<file path="src/rtl/johnson_pkg.sv">
// johnson_pkg: shared Johnson-code state type and legality/decode helpers
package johnson_pkg;
  typedef enum logic [1:0] {UNLOCKED, ACQUIRE, LOCKED} state_t;
  function automatic logic johnson_legal(logic [31:0] code, int unsigned width);
    logic [31:0] mask, c;
    mask = (width >= 32) ? '1 : (32'd1 << width) - 32'd1;
    c = code[width-1] ? ~code & mask : code & mask;
    return (c & (c + 32'd1)) == '0;
  endfunction
  function automatic int unsigned johnson_index(logic [31:0] code, int unsigned width);
    int unsigned pop;
    pop = 0;
    for (int i = 0; i < 32; i++) if (i < width) pop += 32'(code[i]);
    return code[width-1] ? 2 * width - pop : pop;
  endfunction
endpackage

</file>
<file path="src/rtl/johnson_code_check.sv">
// johnson_code_check: combinational legality check and binary decode of a Johnson word
module johnson_code_check
  import johnson_pkg::*;
#(
  parameter int WIDTH = 4,
  localparam int IW = $clog2(2 * WIDTH)
) (
  input  logic [WIDTH-1:0] code,
  output logic             legal,
  output logic [IW-1:0]    idx
);
  assign legal = johnson_legal(32'(code), WIDTH);
  assign idx = IW'(johnson_index(32'(code), WIDTH));
endmodule

</file>
<file path="src/rtl/johnson_decoder.sv">
// johnson_decoder: checks and decodes Johnson code samples, tracks lock and counts errors
module johnson_decoder
  import johnson_pkg::*;
#(
  parameter int WIDTH = 4,
  parameter int LOCK_CNT = 2,
  localparam int IW = $clog2(2 * WIDTH),
  localparam int RW = $clog2(LOCK_CNT + 1)
) (
  input  logic             clk,
  input  logic             reset,
  input  logic             in_valid,
  input  logic [WIDTH-1:0] code,
  output logic [IW-1:0]    index,
  output logic             index_valid,
  output logic             illegal,
  output logic             seq_err,
  output logic             locked,
  output logic [7:0]       err_count
);
  state_t state;
  logic [RW-1:0] run;
  logic legal, succ, serr;
  logic [IW-1:0] idx, nxt;
  johnson_code_check #(.WIDTH(WIDTH)) u_check (.code(code), .legal(legal), .idx(idx));
  // the stored index is simply the last legal decode, so index doubles as the predecessor
  assign nxt = (index == IW'(2 * WIDTH - 1)) ? '0 : index + 1'b1;
  assign succ = legal && idx == nxt;
  assign serr = legal && state == LOCKED && !succ;
  assign locked = state == LOCKED;
  always_ff @(posedge clk) begin
    if (!reset) begin
      state <= UNLOCKED;
      run <= '0;
      index <= '0;
      index_valid <= 1'b0;
      illegal <= 1'b0;
      seq_err <= 1'b0;
      err_count <= '0;
    end else begin
      index_valid <= in_valid && legal;
      illegal <= in_valid && !legal;
      seq_err <= in_valid && serr;
      if (in_valid) begin
        if (legal) index <= idx;
        if ((!legal || serr) && err_count != 8'hff) err_count <= err_count + 8'd1;
        if (!legal) state <= UNLOCKED;
        else if (state == UNLOCKED || !succ) begin
          state <= ACQUIRE;
          run <= '0;
        end else if (state == ACQUIRE) begin
          run <= run + 1'b1;
          if (run + 1'b1 == RW'(LOCK_CNT)) state <= LOCKED;
        end
      end
    end
  end
endmodule

</file>
<file path="config.mk">
export PLATFORM = sky130hd
export DESIGN_NAME = johnson_decoder
export DESIGN_NICKNAME = d
export VERILOG_FILES = /design/src/rtl/johnson_pkg.sv /design/src/rtl/johnson_code_check.sv /design/src/rtl/johnson_decoder.sv
export SDC_FILE = /design/constraint.sdc
export NUM_CORES = 1
export LEC_CHECK = 0
export BUFFER_PORTS_ARGS = -buffer_cell sky130_fd_sc_hd__buf_2
export CELL_PAD_IN_SITES_DETAIL_PLACEMENT = 0
export CELL_PAD_IN_SITES_GLOBAL_PLACEMENT = 1
export CORE_MARGIN = 2
export CORE_UTILIZATION = 35
export DETAILED_ROUTE_END_ITERATION = 8
export PLACE_DENSITY_LB_ADDON = 0.15
export SLEW_MARGIN = 0
export SYNTH_ARGS = -nofsm -noshare
export SYNTH_HDL_FRONTEND = slang
export SYNTH_HIERARCHICAL = 1
export SYNTH_SLANG_ARGS = --single-unit
</file>
<file path="constraint.sdc">
create_clock -name clk -period 2.6 [get_ports clk]
set_input_delay 0.13 -clock clk [delete_from_list [all_inputs] [get_ports clk]]
set_output_delay 0.13 -clock clk [all_outputs]
set_load 0.05 [all_outputs]
</file>
Word-level counts from Yosys, hierarchy flattened
Index checks and enable logic that the tools add are counted.
{ "totals": {"output_inout_bits": 15, "regBits": 18, "elab_cells": 52, "in_bits": 7} }
{ "op_classes": {"n_mux": 9, "n_eq_ne": 8, "bitwise_logic": 2, "n_addsub": 8, "reduce_logical": 18} }
{ "ops": {"columns": ["operator", "count"], "rows": [
  ["$add 32x1->32 const B", 1],
  ["$and 32x32->32", 1],
  ["$logic_not 32->1", 1],
  ["$mux 2", 6],
  ["$add 8x1->8 const B", 1],
  ["$ne 8x8->1 const B", 1],
  ["$logic_and 1x1->1", 7],
  ["$mux 3", 2],
  ["$ne 3x1->1 const B", 2],
  ["$reduce_and 3->1", 2],
  ["$eq 2x2->1 const B", 2],
  ["$mux 4", 1],
  ["$not 4->4", 1],
  ["$reduce_and 2->1", 2],
  ["$add 2x1->3", 1],
  ["$add 3x1->3", 1],
  ["$add 3x1->3 const B", 1],
  ["$eq 3x3->1", 1],
  ["$eq 3x3->1 const B", 1],
  ["$sub 1x3->3 const A", 1],
  ["$add 1x1->2", 1],
  ["$add 2x1->2 const B", 1],
  ["$eq 2x1->1 const B", 1],
  ["$logic_not 1->1", 2],
  ["other kinds (3)", 4]
]} }

Longest topological paths before layout
Gate-level depths: netlist (run 1).
{ "depth": {"ltp_word": 12, "ltp_mapped": 15, "depth_no_buf": 14} }

Modules after synthesis
Netlist (run 1), hierarchy kept.
{ "by_module_without_submodules": {"columns": ["module", "instances", "area_per_inst_um2", "seq_area_each_um2", "cells_per_inst"], "rows": [
  ["johnson_decoder", 1, 857.1, 360.3, 99],
  ["johnson_code_check", 1, 143.9, 0.0, 20]
]} }

Worst setup path before layout (run 1)
No wires, ideal clock.
{ "synth_timing": {"path_kind": "input-to-reg", "startpoint": "input code[0]", "endpoint": "register err_count[4]", "arrival_ns": 2.584, "n_path_buf": 1, "setup_time_ns": 0.115, "stages": 15, "required_ns": 2.485, "setup_slack_ns": -0.099, "path_cell_list": "inv_1 -> fa_1 -> inv_1 -> ha_1 -> ha_1 -> inv_1 -> ha_1 -> nand2b_1 -> xnor2_1 -> xnor2_1 -> nand3_1 -> o211ai_2 -> buf_2 -> nor3_1 -> o21a_1"} }
{ "synth_between": {"elab_chain_len": 12, "word_cells_on_any_way": 19, "cone_classes": "5 x add/sub; 1 x eq/ne; 2 x mux; 2 x bitwise; 9 x reduce/logical"} }
{ "synth_rtl": {"columns": ["element", "line_no", "text"], "rows": [
  ["from (decl)", "johnson_decoder.sv:13", "input logic [WIDTH-1:0] code,"],
  ["$add 1x1->2 *", "johnson_pkg.sv:13", "for (int i = 0; i < 32; i++) if (i < width) pop += 32'(code[i]);"],
  ["$add 2x1->3 *", "johnson_pkg.sv:13", null],
  ["$add 3x1->3 *", "johnson_pkg.sv:13", null],
  ["$sub 1x3->3", "johnson_pkg.sv:14", "return code[width-1] ? 2 * width - pop : pop;"],
  ["$mux 3 *", "johnson_pkg.sv:14", null],
  ["named net idx[2]", "johnson_decoder.sv:24", "logic [IW-1:0] idx, nxt;"],
  ["$eq 3x3->1 *", "johnson_decoder.sv:28", "assign succ = legal && idx == nxt;"],
  ["$logic_and 1x1->1 *", "johnson_decoder.sv:28", null],
  ["$logic_not 1->1 *", "johnson_decoder.sv:29", "assign serr = legal && state == LOCKED && !succ;"],
  ["$logic_and 1x1->1 *", "johnson_decoder.sv:29", null],
  ["$logic_or 1x1->1 *", "johnson_decoder.sv:46", "if ((!legal || serr) && err_count != 8'hff) err_count <= err_count + 8'd1;"],
  ["$logic_and 1x1->1 *", "johnson_decoder.sv:46", null],
  ["$reduce_and 2->1 (no line) *", null, null],
  ["to (signal assigned)", "johnson_decoder.sv:46", null],
  ["to (decl)", "johnson_decoder.sv:19", "output logic [7:0] err_count"]
]} }
The timed path passes the listed nets; every way through them passes the cells marked *.
A chain may end at the register's enable or synchronous reset.

Worst setup path in the final report (run 1)
{ "layout_timing": {"startpoint": "input code[3]", "endpoint": "register err_count[7]"} }
{ "layout_between": {"word_cells_on_any_way": 17, "cone_classes": "3 x add/sub; 1 x eq/ne; 2 x mux; 2 x bitwise; 9 x reduce/logical"} }
{ "layout_lines": {"columns": ["element", "line_no"], "rows": [
  ["$add 3x1->3", "johnson_pkg.sv:13"],
  ["$sub 1x3->3", "johnson_pkg.sv:14"],
  ["$mux 3 *", "johnson_pkg.sv:14"],
  ["named net idx[2]", "johnson_decoder.sv:24"],
  ["$eq 3x3->1 *", "johnson_decoder.sv:28"],
  ["$logic_and 1x1->1 *", "johnson_decoder.sv:28"],
  ["$logic_not 1->1 *", "johnson_decoder.sv:29"],
  ["$logic_and 1x1->1 *", "johnson_decoder.sv:29"],
  ["$logic_or 1x1->1 *", "johnson_decoder.sv:46"],
  ["$logic_and 1x1->1 *", "johnson_decoder.sv:46"],
  ["$reduce_and 2->1 (no line) *", null]
]} }
Marks and branches as above.

==> metrics, run 1 <==
Port-buffer cells 21; slowest stage cell on the critical path fa_1; worst-case hold path end point err_count[4]; total number of yosys warnings 6; DR iter-0 viols 23; source of the worst hold timing path reset; Post-route DRC 0; Rel. slew slack around 71%; worst-skew pair later-pin latency 0.30 ns; total gr overflow 0; arrival time worst endpoint 2.71 ns; starting density of the core roughly 37%; die extent in y around 57 µm; instance count of the mapped netlist 119; final setup fails 0; Post-DRT Antenna Nets 0; critical path capture point type flop; kind of critical path in2reg; final critical path time including I/O delays and setup approximately 2.5 ns; most frequently used flop master after synthesis dfxtp_1; root buffer selected by CTS clkbuf_4; antenna violations before repair 0; most area-consuming cells after synthesis dfxtp_1 36%, ha_1 8.8%, a21oi_1 5.0%, nand2_1 4.5%, inv_1 3.8%; number of primary I/O pins 22; number of cells on the worst hold path 2; total number of clock tree sinks 18; kind of cell adding the most delay to the critical path adder cells; total nets after synthesis 134; status completed; top library cells by usage in the layout, fill and taps aside 19 x buf_2, 18 x dfxtp_1, 12 x nand2_1, 10 x a21oi_1, 9 x buf_4; average size of a mapped cell 8.411 µm²; max cap viols 0; nets 168; floorplan die area between 3000 and 4000 µm²; HPWL after detailed placement 1612 µm; drt wl/cell ~12 µm; Via density 5.131; count of flip-flops with a built-in enable after synthesis 0; WP data required about 2.8 ns; DIE WIDTH 57.48 µm; path class of the lowest-slack min-delay path in2reg; number of core rows 19; number of distinct library cell variants in the gate-level netlist after synthesis 33; cts bufs inserted 3; number of global-route vias before repair 909; reg-to-reg startpoint index[0]; final design area excluding fillers around 1400 µm²; dominant cell type by area after synthesis dfxtp_1; final core utilization 50.25%; worst setup slack before clock tree synthesis -0.4321 ns; share of synthesized area occupied by flip-flops and latches between 30% and 40%; wire length of the first global-routing pass 3781 µm; Syn-to-layout area delta 37.25%; Post-Place Cell Area 1215 µm²; core footprint 2734 µm²; TritonCTS clock tree built; Final Hold Violating Endpoints 0; Worst Path Buf+Inv 5; Critical Path Fanout Max 7; max-slew violation count 0; total number of vias approximately 940; period utilisation layout approximately 95%; area fraction of the dominant cell type after synthesis approximately 36%; Leakage Power 0.5883 nW; maximum number of pins on one net before global-route repair 14; Post-Synthesis Cell Area between 1000 and 1500 µm²; critical path startpoint category input pin; cell chain of the critical path buf_6 -> inv_2 -> fa_1 -> inv_2 -> ha_4 -> ha_4 -> inv_2 -> ha_2 -> nand2b_4 -> xnor2_4 -> xnor2_2 -> nand3_4 -> o211ai_4 -> buf_6 -> o31ai_2 -> a21oi_1; TritonRoute pass-1 iters 4; worst-case vdd ir drop approximately 400 µV; H-tree depth reported by CTS 1; most common cell after layout, fill and taps aside buf_2; global-route usage over all layers 14.19%; CP max stage delay 0.54 ns; PwrDens 513.5 nW/µm²; async set-or-reset flop fraction in the synthesized netlist 0%; slew at the pin closest to its max-slew limit between 0.4 and 0.5 ns; DRT Wirelength between 2000 and 2500 µm; clock-pin slew on the worst setup and hold paths approximately 0.12 ns; Antenna Cells 0; Max Clock Freq between 400 and 500 MHz; share of layout cells above drive strength 1 roughly two fifths; weighted congestion reported at the end of routability-driven placement 0.8000; CTS Buffer Depth 2; flop-to-flop setup slack 0.65 ns; register bit count reported by yosys 18; final worst slack between 0.1 and 0.15 ns; Reg2Reg Capture Point err_count[5]; number of cells on the worst reg-to-reg path 7; Final Skew ~0.015 ns; most repeated library cell on the critical path inv_2
-- cells by family after synthesis --
group | synth area share, %
buffers and inverters | 5.750
DFF | 36.00
and+or+nand+nor | 22.38
AOI/OAI and AO/OA | 20.00
adders and majority gates | 10.75
xor gates and xnor gates | 5.126
-- sequential cells by signal, indices dropped and copies added (netlist names) --
| name | count |
|---|---|
| seq_err | 1 |
| err_count | 8 |
| illegal | 1 |
| run | 2 |
| state | 2 |
| index_valid | 1 |
| index | 3 |
-- final cells by class --
class	instances	area, µm²
sequential	18	360.3
clock buffer	4	36.28
tap	31	38.79
fill	262	1360
timing repair buffer	31	196.4
multi-input combinational	87	696.9
inverter	12	45.04
-- cells in the mapped netlist, types with 2 or more instances --
cell      count
or4_1         3
nand2b_1      4
ha_1          7
inv_2         2
nor2_1        8
a21oi_1      10
o21ai_0       6
o211ai_2      2
a221oi_1      2
inv_1        10
clkbuf_1      2
xnor2_1       3
nand3_1       6
nand4_1       3
or3_1         2
nand2_1      12
o21a_1        2
o31ai_1       3
dfxtp_1      18
-- stage by stage --
stage	cells	total power, mW	hold WS, ns	TNS (ns)
2_1_floorplan	119	0.4280	0.2383	-0.02634
3_3_place_gp	177	0.4760	0.4234	-2.994
3_5_place_dp	177	0.4783	0.4312	-3.473
4_1_cts	182	0.6748	0.1093	0
5_1_grt	183	0.7441	0.1246	-0.002757
6_report	183	0.7054	0.1172	0
-- routing by layer --
metal / up-vias / track usage [%] / wire length (µm)
met5: - / 0 / 0
met4: 0 / 1.993 / 0
met3: 0 / 4.535 / 85
met2: 13 / 24.35 / 1093
met1: 441 / 17.79 / 1017
li1: 485 / - / -
-- worst max path at each step --
stage	startpoint	endpoint	cells after the start	slack (ns)
2_1_floorplan	code[0]	err_count[4]	15	-0.03
3_3_place_gp	code[0]	err_count[6]	16	-0.38
3_5_place_dp	code[0]	err_count[6]	16	-0.43
4_1_cts	code[0]	err_count[7]	16	0.03
5_1_grt	code[3]	err_count[7]	16	-0.003
6_report	code[3]	err_count[7]	16	0.13
-- timing repair --
item                                    CTS  global route
endpoints found under the setup margin    8             9
pin swaps                                 2             9
gates resized for setup                   3            15
hold buffers                              0             0
setup buffers                             0             1
gates cloned                              1             0
-- report_power, final --
part,leakage (nW),internal [mW],switching (mW)
logic,0.421,0.0997,0.134
registers,0.146,0.286,0.00878
clock network,0.0210,0.0854,0.0921
(Power assumes the default switching activity.)
==> run 2: changes to the inputs <==
Settings changed: ABC_AREA set to 1, CORE_UTILIZATION 35 to 34.
==> metrics, run 2 <==
status completed (unchanged); share of layout cells above drive strength 1 30.69% (was 38.82%); cell-internal power 451.0 µW (was 470.6 µW); drt wl/cell 10.19 µm (was 12.00 µm); most common cell after layout, fill and taps aside nand2_1 (was buf_2); most area-consuming cells after synthesis dfxtp_1 33%, nand2_1 13%, ha_1 8.0%, inv_1 6.9%, a21oi_1 6.4% (was dfxtp_1 36%, ha_1 8.8%, a21oi_1 5.0%, nand2_1 4.5%, inv_1 3.8%); WP data required 2.80 ns (was 2.84 ns); combinational share of power 30.1% (was 33.1%); kind of critical path in2reg (unchanged); most frequently used flop master after synthesis dfxtp_1 (unchanged); total number of clock tree sinks 18 (unchanged); Leakage Power 0.7305 nW (was 0.5883 nW); total number of vias 1053 (was 939); Final Skew 0.005624 ns (was 0.01540 ns); number of global-route vias before repair 935 (was 909); TritonCTS clock tree built (unchanged); maximum number of pins on one net before global-route repair 12 (was 14); async set-or-reset flop fraction in the synthesized netlist 0% (unchanged); sw power 229.9 µW (was 234.8 µW); Via density 4.519 (was 5.131); final design area excluding fillers 1375 µm² (was 1374 µm²); critical path startpoint category input pin (unchanged); total gr overflow 0 (unchanged); global-route usage over all layers 14.66% (was 14.19%); Post-Place Cell Area 1282 µm² (was 1215 µm²); share of power burned in registers 44.1% (was 41.7%); max cap viols 0 (unchanged); clock power share 25.8% (was 25.2%); Max Clock Freq 409.8 MHz (was 405.2 MHz); Final Total Pwr 680.9 µW (was 705.4 µW); path class of the lowest-slack min-delay path in2reg (unchanged); Post-route DRC 0 (unchanged); number of core rows 20 (was 19); DRT Wirelength 2375 µm (was 2196 µm); Antenna Cells 0 (unchanged); slew at the pin closest to its max-slew limit 0.3407 ns (was 0.4372 ns); final setup fails 0 (unchanged); CTS Buffer Depth 2 (unchanged); Filler Cells Inserted 339 (was 262); flop-to-flop setup slack 0.81 ns (was 0.65 ns); synth cell count leaders 37 x nand2_1, 20 x inv_1, 18 x dfxtp_1 (was 18 x dfxtp_1, 12 x nand2_1, 10 x a21oi_1, 10 x inv_1, 8 x nor2_1); root buffer selected by CTS clkbuf_4 (unchanged); number of primary I/O pins 22 (unchanged); antenna violations before repair 0 (unchanged); register with the most flip-flops err_count (unchanged); largest registers in the final layout err_count (8), index (3) (unchanged); total nets after synthesis 171 (was 134); Rel. slew slack 77.11% (was 70.82%); die extent in y 60.71 µm (was 57.48 µm); top library cells by usage in the layout, fill and taps aside 36 x nand2_1, 21 x buf_2, 18 x inv_1, 18 x dfxtp_1 (was 19 x buf_2, 18 x dfxtp_1, 12 x nand2_1, 10 x a21oi_1, 9 x buf_4); arrival time worst endpoint 2.64 ns (was 2.71 ns); Post-Synthesis Cell Area 1094 µm² (was 1001 µm²); Post-DRT Antenna Nets 0 (unchanged); wire length of the first global-routing pass 3988 µm (was 3781 µm); Syn-to-layout area delta 25.74% (was 37.25%); register bit count reported by yosys 18 (unchanged); critical path capture point type flop (unchanged); core footprint 3053 µm² (was 2734 µm²); period utilisation layout 93.86% (was 94.93%); worst-case vdd ir drop 242.0 µV (was 392.9 µV); starting density of the core 35.82% (was 36.61%); Seq. cell area 360.3 µm² (unchanged); H-tree depth reported by CTS 1 (unchanged); DIE WIDTH 60.71 µm (was 57.48 µm); DR iter-0 viols 58 (was 23); weighted congestion reported at the end of routability-driven placement 0.7775 (was 0.8000); PwrDens 495.1 nW/µm² (was 513.5 nW/µm²); instance count of the mapped netlist 156 (was 119); max-slew violation count 0 (unchanged); switching power as a share of total power 33.76% (was 33.29%); nets 205 (was 168); number of distinct library cell variants in the gate-level netlist after synthesis 21 (was 33); count of flip-flops with a built-in enable after synthesis 0 (unchanged); total instance count after detailed placement 225 (was 177); Final Hold Violating Endpoints 0 (unchanged); average size of a mapped cell 7.010 µm² (was 8.411 µm²); share of synthesized area occupied by flip-flops and latches 32.95% (was 36.00%); total number of yosys warnings 6 (unchanged); count leader, synth nand2_1 (was dfxtp_1); worst-skew pair later-pin latency 0.30 ns (about the same); TritonRoute pass-1 iters 4 (unchanged); number of flip-flops in the largest register 8 (unchanged); area fraction of the dominant cell type after synthesis 32.95% (was 36.00%); final cell count without fillers 233 (was 183); Port-buffer cells 21 (unchanged); area of combinational cells with multiple inputs 653.1 µm² (was 696.9 µm²); cts bufs inserted 3 (unchanged); dominant cell type by area after synthesis dfxtp_1 (unchanged); Critical Path Fanout Max 5 (was 7); HPWL after detailed placement 1818 µm (was 1612 µm); floorplan die area 3686 µm² (was 3303 µm²); final critical path time including I/O delays and setup 2.440 ns (was 2.468 ns); clock-pin slew on the worst setup and hold paths 0.11 ns (was 0.12 ns)
==> run 2: changes by cell type after synthesis, moves of 3 or more <==
cell,before,now
or4_1,3,0
nand2b_1,4,0
a21oi_1,10,14
nor2_1,8,15
inv_2,2,6
xnor2_1,3,0
nand4_1,3,0
nand3_1,6,14
inv_1,10,20
o31ai_1,3,0
nand2_4,0,3
xor2_1,1,6
nand2_1,12,37
==> run 2: critical path, stage by stage <==
cell	delay, ns
buf_2	0.10
inv_2	0.05
fa_1	0.52
inv_1	0.05
ha_1	0.18
ha_1	0.28
inv_2	0.04
ha_2	0.30
nand2_1	0.06
o21ai_2	0.06
inv_1	0.07
nand2_1	0.07
nand3_2	0.07
nor2_2	0.12
nand2_2	0.09
nand2_4	0.10
nand2_4	0.09
buf_4	0.16
nand3_1	0.06
a21oi_1	0.06
==> run 2: timing repair <==
item	in CTS	in global routing
buffers inserted	0	3
gates resized for setup	0	11
hold buffers	0	0
endpoints found under the setup margin	0	12
==> run 2: stage by stage <==
step | util [%] | TNS, ns | setup WS, ns | hold WS (ns)
2_1_floorplan | - | 0 | 0.1145 | 0.2872
3_3_place_gp | 42.01 | -1.127 | -0.1139 | 0.4359
3_5_place_dp | 42.01 | -1.637 | -0.1623 | 0.4431
4_1_cts | 43.20 | 0 | 0.1567 | 0.1090
5_1_grt | 45.04 | -0.004080 | -0.002849 | 0.1312
6_report | 45.04 | 0 | 0.1596 | 0.1204
==> run 2: cells by family after synthesis <==
kind of cell,synth area share (%)
AOI/OAI and AO/OA,9.840
xor gates and xnor gates,4.805
adders and majority gates,9.840
buffers and inverters,10.41
DFF,32.95
and+or+nand+nor,32.15
==> run 2: path summary, 6_finish.rpt <==
path | startpoint | end | cells after the start
max | code[0] | err_count[7] | 20
min | in_valid | state[1] | 4
max reg2reg | index[0] | err_count[7] | 11
min reg2reg | state[1] | state[1] | 2
==> run 2: cell type report <==
class / count / area share, %
multi-input cells: 111 / 47.50
flip-flops and latches: 18 / 26.21
repair buffers: 30 / 12.56
inverters: 26 / 7.097
well taps: 44 / 4.004
clock buffers: 4 / 2.639
==> run 2: layer usage <==
layer / global-route usage, % / vias up / wire [µm]
li1: - / 559 / -
met1: 17.73 / 475 / 1099
met2: 25.35 / 17 / 1183
met3: 2.559 / 2 / 77
met4: 6.522 / 0 / 15
met5: 0 / - / 0
==> run 2: power groups by stage <==
| stage | Clock (mW) | Combinational, mW | Sequential [mW] |
|---|---|---|---|
| 2_1_floorplan | 0 | 0.106 | 0.335 |
| 3_3_place_gp | 0 | 0.179 | 0.306 |
| 3_5_place_dp | 0 | 0.183 | 0.307 |
| 4_1_cts | 0.188 | 0.184 | 0.300 |
| 5_1_grt | 0.198 | 0.231 | 0.303 |
| 6_report | 0.176 | 0.205 | 0.300 |
==> run 3: changes to the inputs <==
Settings changed: MAX_ROUTING_LAYER set to met4, TNS_END_PERCENT set to 50.
==> metrics, run 3 (synthesis results as in run 2) <==
Critical path destination err_count[2] (was err_count[7]); Critical Path Fanout Max 5 (unchanged); Seq. cell area 360.3 µm² (unchanged); DR iter-0 viols 58 (unchanged); total gr overflow 0 (unchanged); global-route usage over all layers 15.17% (was 14.66%); Syn-to-layout area delta 25.74% (unchanged); hold buffers post-CTS 0 (unchanged); number of global-route vias before repair 933 (was 935); Via density 4.524 (was 4.519); critical path capture point type flop (unchanged); share of layout cells above drive strength 1 30.69% (unchanged); path class of the lowest-slack min-delay path in2reg (unchanged); number of cells on the worst hold path 4 (unchanged); largest registers in the final layout err_count (8), index (3) (unchanged); arrival time worst endpoint 2.63 ns (was 2.64 ns); DIE WIDTH 60.71 µm (unchanged); slew at the pin closest to its max-slew limit 0.3409 ns (was 0.3407 ns); antenna violations before repair 0 (unchanged); starting density of the core 35.82% (unchanged); max cap viols 0 (unchanged); TritonCTS clock tree built (unchanged); switching power as a share of total power 33.73% (was 33.76%); Min Hold Slack 0.1224 ns (was 0.1204 ns); Setup TNS Final 0 ns (unchanged); worst-skew pair later-pin latency 0.29 ns (was 0.30 ns); Leakage Power 0.7305 nW (unchanged); Reg2Reg Capture Point err_count[2] (was err_count[7]); share of power burned in registers 44.1% (about the same); worst setup slack before clock tree synthesis -0.1623 ns (unchanged); flop-to-flop setup slack 0.80 ns (was 0.81 ns); cell-internal power 451.0 µW (about the same); floorplan die area 3686 µm² (unchanged); Filler Cells Inserted 339 (unchanged); period utilisation layout 94.03% (was 93.86%); root buffer selected by CTS clkbuf_4 (unchanged); total number of clock tree sinks 18 (unchanged); number of cells on the worst reg-to-reg path 11 (unchanged); DRT Wirelength 2393 µm (was 2375 µm); most common cell after layout, fill and taps aside nand2_1 (unchanged); total number of vias 1054 (was 1053); Max Clock Freq 409.0 MHz (was 409.8 MHz); wire length of the first global-routing pass 4002 µm (was 3988 µm); final cell count without fillers 233 (unchanged); H-tree depth reported by CTS 1 (unchanged); final worst slack 0.1551 ns (was 0.1596 ns); start point of the critical path code[0] (unchanged); WP data required 2.79 ns (was 2.80 ns); kind of critical path in2reg (unchanged); core footprint 3053 µm² (unchanged); CTS Buffer Depth 2 (unchanged); die extent in y 60.71 µm (unchanged); register with the most flip-flops err_count (unchanged); number of primary I/O pins 22 (unchanged); cts bufs inserted 3 (unchanged); HPWL after detailed placement 1818 µm (unchanged); weighted congestion reported at the end of routability-driven placement 0.7881 (was 0.7775); reg-to-reg startpoint index[0] (unchanged); PwrDens 494.9 nW/µm² (was 495.1 nW/µm²); clock power share 25.7% (was 25.8%); area of combinational cells with multiple inputs 653.1 µm² (unchanged); Rel. slew slack 77.10% (was 77.11%); Final Hold Violating Endpoints 0 (unchanged); critical path startpoint category input pin (unchanged); TritonRoute pass-1 iters 4 (unchanged); Port-buffer cells 21 (unchanged); sw power 229.5 µW (was 229.9 µW); drt wl/cell 10.27 µm (was 10.19 µm); nets 205 (unchanged); max-slew violation count 0 (unchanged); number of core rows 20 (unchanged); top library cells by usage in the layout, fill and taps aside 36 x nand2_1, 21 x buf_2, 18 x inv_1, 18 x dfxtp_1 (unchanged); Final Skew 0.005930 ns (was 0.005624 ns); clock-pin slew on the worst setup and hold paths 0.11 ns (about the same); combinational share of power 30.2% (was 30.1%); Post-route DRC 0 (unchanged); maximum number of pins on one net before global-route repair 12 (unchanged); worst-case vdd ir drop 241.9 µV (was 242.0 µV); final setup fails 0 (unchanged); Post-DRT Antenna Nets 0 (unchanged); final critical path time including I/O delays and setup 2.445 ns (was 2.440 ns); Antenna Cells 0 (unchanged); total instance count after detailed placement 225 (unchanged); number of flip-flops in the largest register 8 (unchanged); status completed (unchanged)
## run 3: cell counts in the layout (fill, tap and decap cells not counted)
Identical to the previous run, type by type.
## run 3: final cells by class
class                           count  area share, %
Multi-Input combinational cell    111          47.50
Sequential cell                    18          26.21
Timing Repair Buffer               30          12.56
Inverter                           26          7.097
Tap cell                           44          4.004
Clock buffer                        4          2.639
## run 3: critical path, stage by stage
cell,delay [ns]
buf_2,0.10
inv_2,0.05
fa_1,0.52
inv_1,0.05
ha_1,0.18
ha_1,0.28
inv_2,0.04
ha_2,0.30
nand2_1,0.06
o21ai_2,0.06
inv_1,0.07
nand2_1,0.07
nand3_2,0.07
nor2_2,0.12
nand2_2,0.09
nand2_4,0.10
nand2_4,0.09
buf_4,0.16
nand3_1,0.06
a21oi_1,0.06
## run 3: power by group through the flow
stage                     sequential (mW)  clock, mW  combinational (mW)
final                               0.300      0.175               0.205
after floorplan                     0.335          0               0.106
after global routing                0.303      0.198               0.231
after detailed placement            0.307          0               0.183
after global placement              0.306          0               0.179
after CTS                           0.300      0.188               0.184
## run 3: how the worst min path moves through the flow
stage	from	slack, ns	to
2_1_floorplan	in_valid	0.29	state[1]
3_3_place_gp	in_valid	0.44	state[1]
6_report	in_valid	0.12	state[1]
3_5_place_dp	in_valid	0.44	state[1]
5_1_grt	in_valid	0.13	state[1]
4_1_cts	in_valid	0.11	state[1]
## run 3: per-layer routing
metal  global-route usage, %  vias up  wire length, µm
li1                        -      559                -
met5                       -        -                0
met3                   2.559        2               69
met1                   17.99      476             1117
met2                   25.19       17             1190
met4                   6.522        0               15
## run 3: per-stage QoR
step	util, %	instance area [µm²]	total power [mW]
2_1_floorplan	-	1094	0.4406
3_3_place_gp	42.01	1282	0.4852
3_5_place_dp	42.01	1282	0.4898
4_1_cts	43.20	1319	0.6719
5_1_grt	45.04	1375	0.7318
6_report	45.04	1375	0.6805
## run 3: timing repair
action	4_1_cts	5_1_grt
setup buffers	0	3
endpoints found under the setup margin	0	12
gates resized for setup	0	11
